File: src/rtl/rgb_led_pwm_blink.sv
// Multi-channel LED driver: prescaled PWM brightness with off/on/blink/PWM modes.
// led is registered (1-clock latency from counter/active state); period_tick is a decode of registered counters.
// Configuration is double-buffered: load stages it, the next PWM period boundary applies it.
module rgb_led_pwm_blink #(
  parameter int NCH           = 3,
  parameter int DUTY_W        = 8,
  parameter int CLK_DIV       = 47,
  parameter int BLINK_PERIODS = 64,
  parameter bit ACTIVE_LOW    = 1'b1
) (
  input  logic                    clk,
  input  logic                    rst,
  input  logic [1:0]              mode,
  input  logic [NCH-1:0]          en_mask,
  input  logic [NCH*DUTY_W-1:0]   duty,
  input  logic                    load,
  output logic [NCH-1:0]          led,
  output logic                    period_tick,
  output logic                    busy
);

  localparam int DIV_W = (CLK_DIV > 0) ? $clog2(CLK_DIV + 1) : 1;
  localparam int BLK_W = (BLINK_PERIODS > 1) ? $clog2(BLINK_PERIODS) : 1;
  localparam logic [DIV_W-1:0]  DIV_MAX = DIV_W'(CLK_DIV);
  localparam logic [BLK_W-1:0]  BLK_MAX = BLK_W'(BLINK_PERIODS - 1);
  localparam logic [DUTY_W-1:0] PWM_MAX = '1;

  typedef enum logic [1:0] {
    MODE_OFF   = 2'b00,
    MODE_ON    = 2'b01,
    MODE_BLINK = 2'b10,
    MODE_PWM   = 2'b11
  } mode_t;

  logic [DIV_W-1:0]        div_cnt;
  logic [DUTY_W-1:0]       pwm_cnt;
  logic [BLK_W-1:0]        blink_cnt;
  logic                    phase;
  logic                    tick;
  logic                    boundary;

  mode_t                   stg_mode, act_mode;
  logic [NCH-1:0]          stg_mask, act_mask;
  logic [NCH*DUTY_W-1:0]   stg_duty, act_duty;
  logic [NCH-1:0]          lit;

  assign tick        = (div_cnt == DIV_MAX);
  assign boundary    = tick && (pwm_cnt == PWM_MAX);
  assign period_tick = boundary;

  // Prescaler: one tick every CLK_DIV+1 clocks.
  always_ff @(posedge clk or posedge rst) begin
    if (rst) begin
      div_cnt <= '0;
    end else if (tick) begin
      div_cnt <= '0;
    end else begin
      div_cnt <= div_cnt + 1'b1;
    end
  end

  // PWM counter advances per tick and wraps naturally at 2^DUTY_W.
  always_ff @(posedge clk or posedge rst) begin
    if (rst) begin
      pwm_cnt <= '0;
    end else if (tick) begin
      pwm_cnt <= pwm_cnt + 1'b1;
    end
  end

  // Blink phase flips every BLINK_PERIODS period boundaries; starts lit.
  always_ff @(posedge clk or posedge rst) begin
    if (rst) begin
      blink_cnt <= '0;
      phase     <= 1'b1;
    end else if (boundary) begin
      if (blink_cnt == BLK_MAX) begin
        blink_cnt <= '0;
        phase     <= ~phase;
      end else begin
        blink_cnt <= blink_cnt + 1'b1;
      end
    end
  end

  // Staging and active config. A load coinciding with a boundary is staged for
  // the following boundary, while this boundary still applies the older staged
  // values (non-blocking read of stg_* sees the pre-load contents).
  always_ff @(posedge clk or posedge rst) begin
    if (rst) begin
      stg_mode <= MODE_OFF;
      stg_mask <= '0;
      stg_duty <= '0;
      act_mode <= MODE_OFF;
      act_mask <= '0;
      act_duty <= '0;
      busy     <= 1'b0;
    end else begin
      if (load) begin
        stg_mode <= mode_t'(mode);
        stg_mask <= en_mask;
        stg_duty <= duty;
      end
      if (boundary && busy) begin
        act_mode <= stg_mode;
        act_mask <= stg_mask;
        act_duty <= stg_duty;
      end
      if (load) begin
        busy <= 1'b1;
      end else if (boundary) begin
        busy <= 1'b0;
      end
    end
  end

  // Per-channel lit decision from the active config; all-ones duty means fully on.
  always_comb begin
    lit = '0;
    for (int i = 0; i < NCH; i++) begin
      unique case (act_mode)
        MODE_OFF:   lit[i] = 1'b0;
        MODE_ON:    lit[i] = act_mask[i];
        MODE_BLINK: lit[i] = act_mask[i] & phase;
        MODE_PWM:   lit[i] = act_mask[i] &
                             ((act_duty[i*DUTY_W +: DUTY_W] == PWM_MAX) ||
                              (pwm_cnt < act_duty[i*DUTY_W +: DUTY_W]));
        default:    lit[i] = 1'b0;
      endcase
    end
  end

  // Registered LED drive with board polarity applied.
  always_ff @(posedge clk or posedge rst) begin
    if (rst) begin
      led <= {NCH{ACTIVE_LOW}};
    end else begin
      led <= lit ^ {NCH{ACTIVE_LOW}};
    end
  end

endmodule

File: config.mk
export PLATFORM = sky130hd
export DESIGN_NAME = rgb_led_pwm_blink
export DESIGN_NICKNAME = d
export VERILOG_FILES = /design/src/rtl/rgb_led_pwm_blink.sv
export SDC_FILE = /design/constraint.sdc
export NUM_CORES = 1
export LEC_CHECK = 0
export CAP_MARGIN = 20
export CORE_MARGIN = 2
export CORE_UTILIZATION = 42
export DETAILED_ROUTE_END_ITERATION = 6
export PLACE_DENSITY_LB_ADDON = 0.05
export SLEW_MARGIN = 15
export SYNTH_ARGS = -nofsm -noshare
export SYNTH_HDL_FRONTEND = slang
export SYNTH_SLANG_ARGS = --single-unit
File: constraint.sdc
create_clock -name clk -period 7.2 [get_ports clk]
set_input_delay 1.44 -clock clk [delete_from_list [all_inputs] [get_ports clk]]
set_output_delay 1.44 -clock clk [all_outputs]
set_load 0.05 [all_outputs]
==> results of run 1 <==
-- worst paths after layout --
check                                   from      endpoint  slack, ns  depth (start not counted)
worst max-delay path              div_cnt[0]   period_tick       3.09                          4
worst min-delay path            blink_cnt[4]  blink_cnt[4]       0.49                          1
worst max register to register    div_cnt[0]   act_mask[1]       4.93                          6
worst min register to register  blink_cnt[4]  blink_cnt[4]       0.49                          1
max in group asynchronous                rst        led[0]       4.99                          4
min in group asynchronous                rst  blink_cnt[4]       1.52                          3
-- power breakdown --
group | switching, W | total (W) | internal (W)
combinational | 0.0000173 | 0.0000483 | 0.0000310
sequential | 0.00000796 | 0.000490 | 0.000482
clock | 0.000162 | 0.000332 | 0.000170
-- layout by cell type (no fill, tap or decap), types with 5 or more instances in the layout --
cell              n
xnor2_1           7
nand2_1          10
ha_1             24
and3_1            7
xor2_1            5
clkdlybuf4s50_1  36
inv_1            23
mux2_2           51
nor2_1            9
a21o_1            5
nand4_1           8
nand3_1           5
mux2_4           10
clkbuf_8         10
o211ai_1          7
dfrtp_1          79
-- per-layer routing --
| layer | share of wire, % | track usage (%) |
|---|---|---|
| met2 | 47 | 24.4 |
| met1 | 47 | 19.0 |
| met5 | 0 | 0 |
| met4 | 1.7 | 6.32 |
| met3 | 3.7 | 4.39 |
-- worst reg2reg max path, delay by kind of cell (launching register included) --
kind	cells	cell delay [ns]
muxes	1	0.36
and+or+nand+nor	3	0.84
DFF	1	0.40
buffers and inverters	1	0.29
adders and majority gates	1	0.27
-- registers in the layout, summed over array words and instances, names as in the netlist --
register and cells:
act_mask 3, phase 1, stg_duty 24, blink_cnt 6, busy 1, div_cnt 6, act_duty 24, pwm_cnt 8
stg_mask 3, act_mode 2, stg_mode 2, led 3
-- through the flow --
step           hold WS (ns)  util, %
2_1_floorplan         0.426        -
3_3_place_gp          0.471     47.9
3_5_place_dp          0.467     47.9
4_1_cts               0.486     50.0
5_1_grt               0.501     50.2
6_report              0.486     50.2
-- area by class of cell --
| class | count | area share (%) |
|---|---|---|
| tap | 111 | 3.04 |
| inverter | 24 | 2.00 |
| clock inverter | 4 | 1.09 |
| sequential | 83 | 45.5 |
| multi-input combinational | 180 | 36.4 |
| clock buffer | 12 | 3.17 |
| timing repair buffer | 40 | 8.81 |
-- logic make-up after synthesis --
logic type | after synthesis | share of synthesized area [%]
flip-flops | 83 | 53.6
multiplexers | 61 | 18.6
AND/OR/NAND/NOR | 50 | 7.60
AO/OA/AOI/OAI | 33 | 6.15
buffers and inverters | 33 | 3.64
adder cells (fa/ha/maj) | 24 | 7.72
XOR/XNOR | 12 | 2.70
==> impl_results.md, run 1 <==
* Post-cts resize count at 0
* Final Max Tran Viols at 0
* Crit path kind: reg2out
* Via-to-Cell Ratio at about 5
* Syn avg cell area at roughly 13 µm²
* CTS Buf Count at 9
* FMAX at 243 MHz
* Outcome: complete, no violations
* Yosys warnings at 0
* Clk_lat worst skew at 0.35 ns
* Mapped Cells at 296
* Share of the synthesized area in the top cell type at 50.9%
* Average wire per standard cell at approximately 15 µm
* Placed cells at 437
* Headroom to the max-slew limit at between 50 and 60%
* FP Rows at 35
* Fin area at 4570 µm²
* Synth Cell Area at 3890 µm²
* Placer Congestion at 0.830
* CP Max Fanout at 12
* Area delta synth->final at 17.7%
* Clk sinks at 83
* Num ports at 37
* TritonCTS clock tree: built
* Total design power at 0.000870 W
* Pre-CTS WS at 3.44 ns
* N_diodes at 0
* Drt total wl at 6790 µm
* Peak VDD IR at roughly 0.11 mV
* Leak Pwr at around 2.1 nW
* Worst Path Arrival at 2.67 ns
* Setup slack after layout at 3.09 ns
* Synth area leaders: dfrtp_1, mux2_2, ha_1, mux2_4, dfstp_2
* Via count at 2331
* Crit path buf inv count at 1
* Setup TNS at 0 ns
* Pin count of the biggest net entering global routing at 84
* Tightest Pin Transition at 0.608 ns
* Die area at 10000 µm²
* Delay-heaviest family, CP: buffers and inverters
* Area leader, netlist: dfrtp_1
* Initial Util at between 40% and 50%
* Number of global-route vias before repair at 2458
* Startpoint types: register
* Top FF cell, synth: dfrtp_1
* IO buf count at 36
* Final std cells w/o fill at 454
* DP HPWL at 4700 µm
* EDFF count, synth at 0
* CP Cell Sequence: ha_1 > nand3b_4 > nor4_4 > clkdlybuf4s50_1
* Hold buffers post-CTS at 0
* Post-route ant nets at 0
* Element type at the critical path end: output pin
* DP Area at 4360 µm²
* Minimum clock period after layout at 4.11 ns
* Max Cap Viol at 0
* Ratio of cells with drive above 1 in the final layout at 25.7%
* Synthesized Nets at 352
* Area used by multi-input combinational logic at 1660 µm²
* Seq cells post-synth at 83
* Setup Fix Bufs, Post-CTS at 0
* Most frequent cell after synthesis: dfrtp_1
* Core Area at around 9100 µm²
* Final setup viols at 0
* Power per standard cell area at 190 nW/µm²
* CP peak stage delay at 0.92 ns
* Die width at 100 µm
* Library cells used by synthesis at 36
* CTS Buffer Depth at 2
* Commonest cells post-synth: dfrtp_1, mux2_2, ha_1, inv_1
* First-pass GRT wire length at 11700 µm
* Detailed Route Iter0 Violations at 18
* Layout Nets at 394
* Antenna violations before repair at 0
* Clock skew at around 0.015 ns
* Share of the yosys chip area belonging to registers at 53.6%
* Asr flop ratio synth at 100%
* Pre-antenna DRT Iters at 4
* Period utilization at between 50% and 60%
* Htree depth at 3
* RSZ-0062 raised after global routing: false
* GR Util All Layers at 15.1%
* Worst Hold Class: reg2reg
* Grt total ovfl at 0
* Root buffer cell: clkbuf_8
* Final hold vios at 0
* Die height at 100 µm
* Reg area at 2080 µm²
* Crit path required time at 5.76 ns
* Layout fillers at 826
* CP max stage cell: clkdlybuf4s50_1
* DR DRC count at 0
* Worst-path clk slew at 0.09 ns
(Power assumes the default switching activity.)
==> run 2: changes to the inputs <==
- clock period: 7.2 -> 4.3 ns (I/O delays scaled with it)
==> run 2 against run 1 <==
  * Combinational power increased by 67%
  * Routed wire length increased by 0.57%
  * Non-clock buffer count decreased by 1
  * Sequential cell count unchanged
  * Largest cell class unchanged
  * Largest power group unchanged
  * Highest routed layer unchanged
==> impl_results.md, run 2 (same netlist as run 1, synthesis figures left out) <==
* Comb power frac at 5.2%
* Power share of the sequential group at 53.4%
* R2R setup slack at 1.69 ns
* Drt total wl at ~7000 µm
* Total design power at about 0.0015 W
* R2r endpoint: act_mode[0]
* CTS Buffer Depth at 2
* Area delta synth->final at 18.5%
* Worst-path clk slew at 0.08 ns
* IO buf count at 36
* Setup slack after layout at 0.759 ns
* CP Max Fanout at 12
* Worst Setup SP: pwm_cnt[0]
* DR DRC count at 0
* DR WL met2 at around 3400 µm
* Via count at 2372
* Layout Nets at 393
* First-pass GRT wire length at approximately 12000 µm
* DP HPWL at 4840 µm
* Period utilization at 82.4%
* Biggest regs: act_duty x24, stg_duty x24, pwm_cnt x8
* Num ports at 37
* Commonest cells after routing, fill and taps aside: dfrtp_1, mux2_2, clkdlybuf4s50_1, ha_1, inv_1
* Headroom to the max-slew limit at between 50% and 60%
* Crit path required time at 3.44 ns
* Antenna violations before repair at 0
* Element type at the critical path end: output pin
* Setup Fix Bufs, Post-CTS at 0
* Ratio of cells with drive above 1 in the final layout at between 20% and 30%
* CP max stage cell: clkdlybuf4s50_1
* Max Cap Viol at 0
* Power per standard cell area at 333 nW/µm²
* Tightest Pin Transition at between 0.7 and 0.8 ns
* TritonCTS clock tree: built
* Reg2reg start: pwm_cnt[0]
* Hold Crit Start: blink_cnt[4]
* Net Sw Frac at 20.6%
* Clock share of power at between 40 and 50%
* Die height at between 100 and 150 µm
* Number of global-route vias before repair at 2429
* Minimum clock period after layout at between 3 and 4 ns
* Placer Congestion at 0.812
* Peak VDD IR at 0.215 mV
* FP Rows at 35
* Worst hold path endpoint: blink_cnt[4]
* Final hold slack at 0.487 ns
* Final setup viols at 0
* Commonest non-fill, non-tap cell in the layout: dfrtp_1
* Layout fillers at 813
* Outcome: complete, no violations
* Met1 WL at 3180 µm
* Post-cts resize count at 0
* Initial Util at 42.7%
* Core Area at 9110 µm²
* N_diodes at 0
* Final Util at 50.6%
* Worst Path Arrival at 2.68 ns
* GR Util All Layers at 15.0%
* Grt total ovfl at 0
* Die area at roughly 10000 µm²
* FMAX at 282 MHz
* Clock skew at around 0.0065 ns
* Internal Power at 0.00122 W
* Worst Reg2Reg Path Length in Cells at 6
* Pre-CTS WS at 1.12 ns
* Detailed Route Iter0 Violations at 48
* Final hold vios at 0
* Top sig layer: met4
* Met3 routed WL at 210 µm
* Net Switching at about 0.00032 W
* Htree depth at 3
* Leak Pwr at 2.16 nW
* CP peak stage delay at 0.92 ns
* Pre-antenna DRT Iters at 4
* Via-to-Cell Ratio at between 5 and 6
* Crit path buf inv count at 1
* Startpoint types: register
* Root buffer cell: clkbuf_8
* Crit path kind: reg2out
* Die width at 100 µm
* Average wire per standard cell at 15.1 µm
* CTS Buf Count at 9
* Hold buffers post-CTS at 0
* Delay-heaviest family, CP: buffers and inverters
* Pin count of the biggest net entering global routing at 45
* RSZ-0062 raised after global routing: false
* Setup TNS at 0 ns
* Clk sinks at a little over 80
* Clk_lat worst skew at about 0.35 ns
* CP Cell Sequence: ha_1 > nand3_1 > nor4_4 > clkdlybuf4s50_1
* Post-route ant nets at 0
* Final Max Tran Viols at 0
* Reg area at 2080 µm²
* Area used by multi-input combinational logic at 1660 µm²
* Worst Hold Class: reg2reg
* Hold path cells at 1
==> run 2: through the flow <==
step                cells  area (µm²)
floorplan             296        3890
global placement      437        4370
detailed placement    437        4370
CTS                   453        4610
global route          453        4610
finish                453        4610
==> run 2: how the worst max path moves through the flow <==
stage / endpoint / slack [ns] / cells past startpoint
finish: period_tick / 0.76 / 4
global route: period_tick / 0.58 / 4
global placement: period_tick / 1.17 / 4
detailed placement: period_tick / 1.12 / 4
floorplan: act_duty[0] / 1.31 / 1
CTS: period_tick / 0.73 / 4
==> run 2: power by group through the flow <==
| stage | Clock, W | Sequential (W) | Combinational [W] |
|---|---|---|---|
| after floorplan | 0 | 0.000832 | 0.0000446 |
| after global placement | 0 | 0.000837 | 0.0000821 |
| after detailed placement | 0 | 0.000837 | 0.0000834 |
| after CTS | 0.000658 | 0.000821 | 0.0000835 |
| after global routing | 0.000691 | 0.000825 | 0.0000895 |
| final | 0.000636 | 0.000820 | 0.0000805 |
==> run 2: final cells by class <==
class | instances | share of cell area, %
multi-input cells | 180 | 36.1
clock buffers | 11 | 3.29
inverters | 24 | 1.98
flip-flops and latches | 83 | 45.2
repair buffers | 39 | 8.58
clock inverters | 5 | 1.85
well taps | 111 | 3.01
==> run 2: layer usage <==
| metal | vias up | track usage (%) |
|---|---|---|
| li1 | 1138 | - |
| met1 | 1193 | 19.3 |
| met2 | 33 | 24.5 |
| met3 | 8 | 3.62 |
| met4 | 0 | 5.58 |
| met5 | - | 0 |
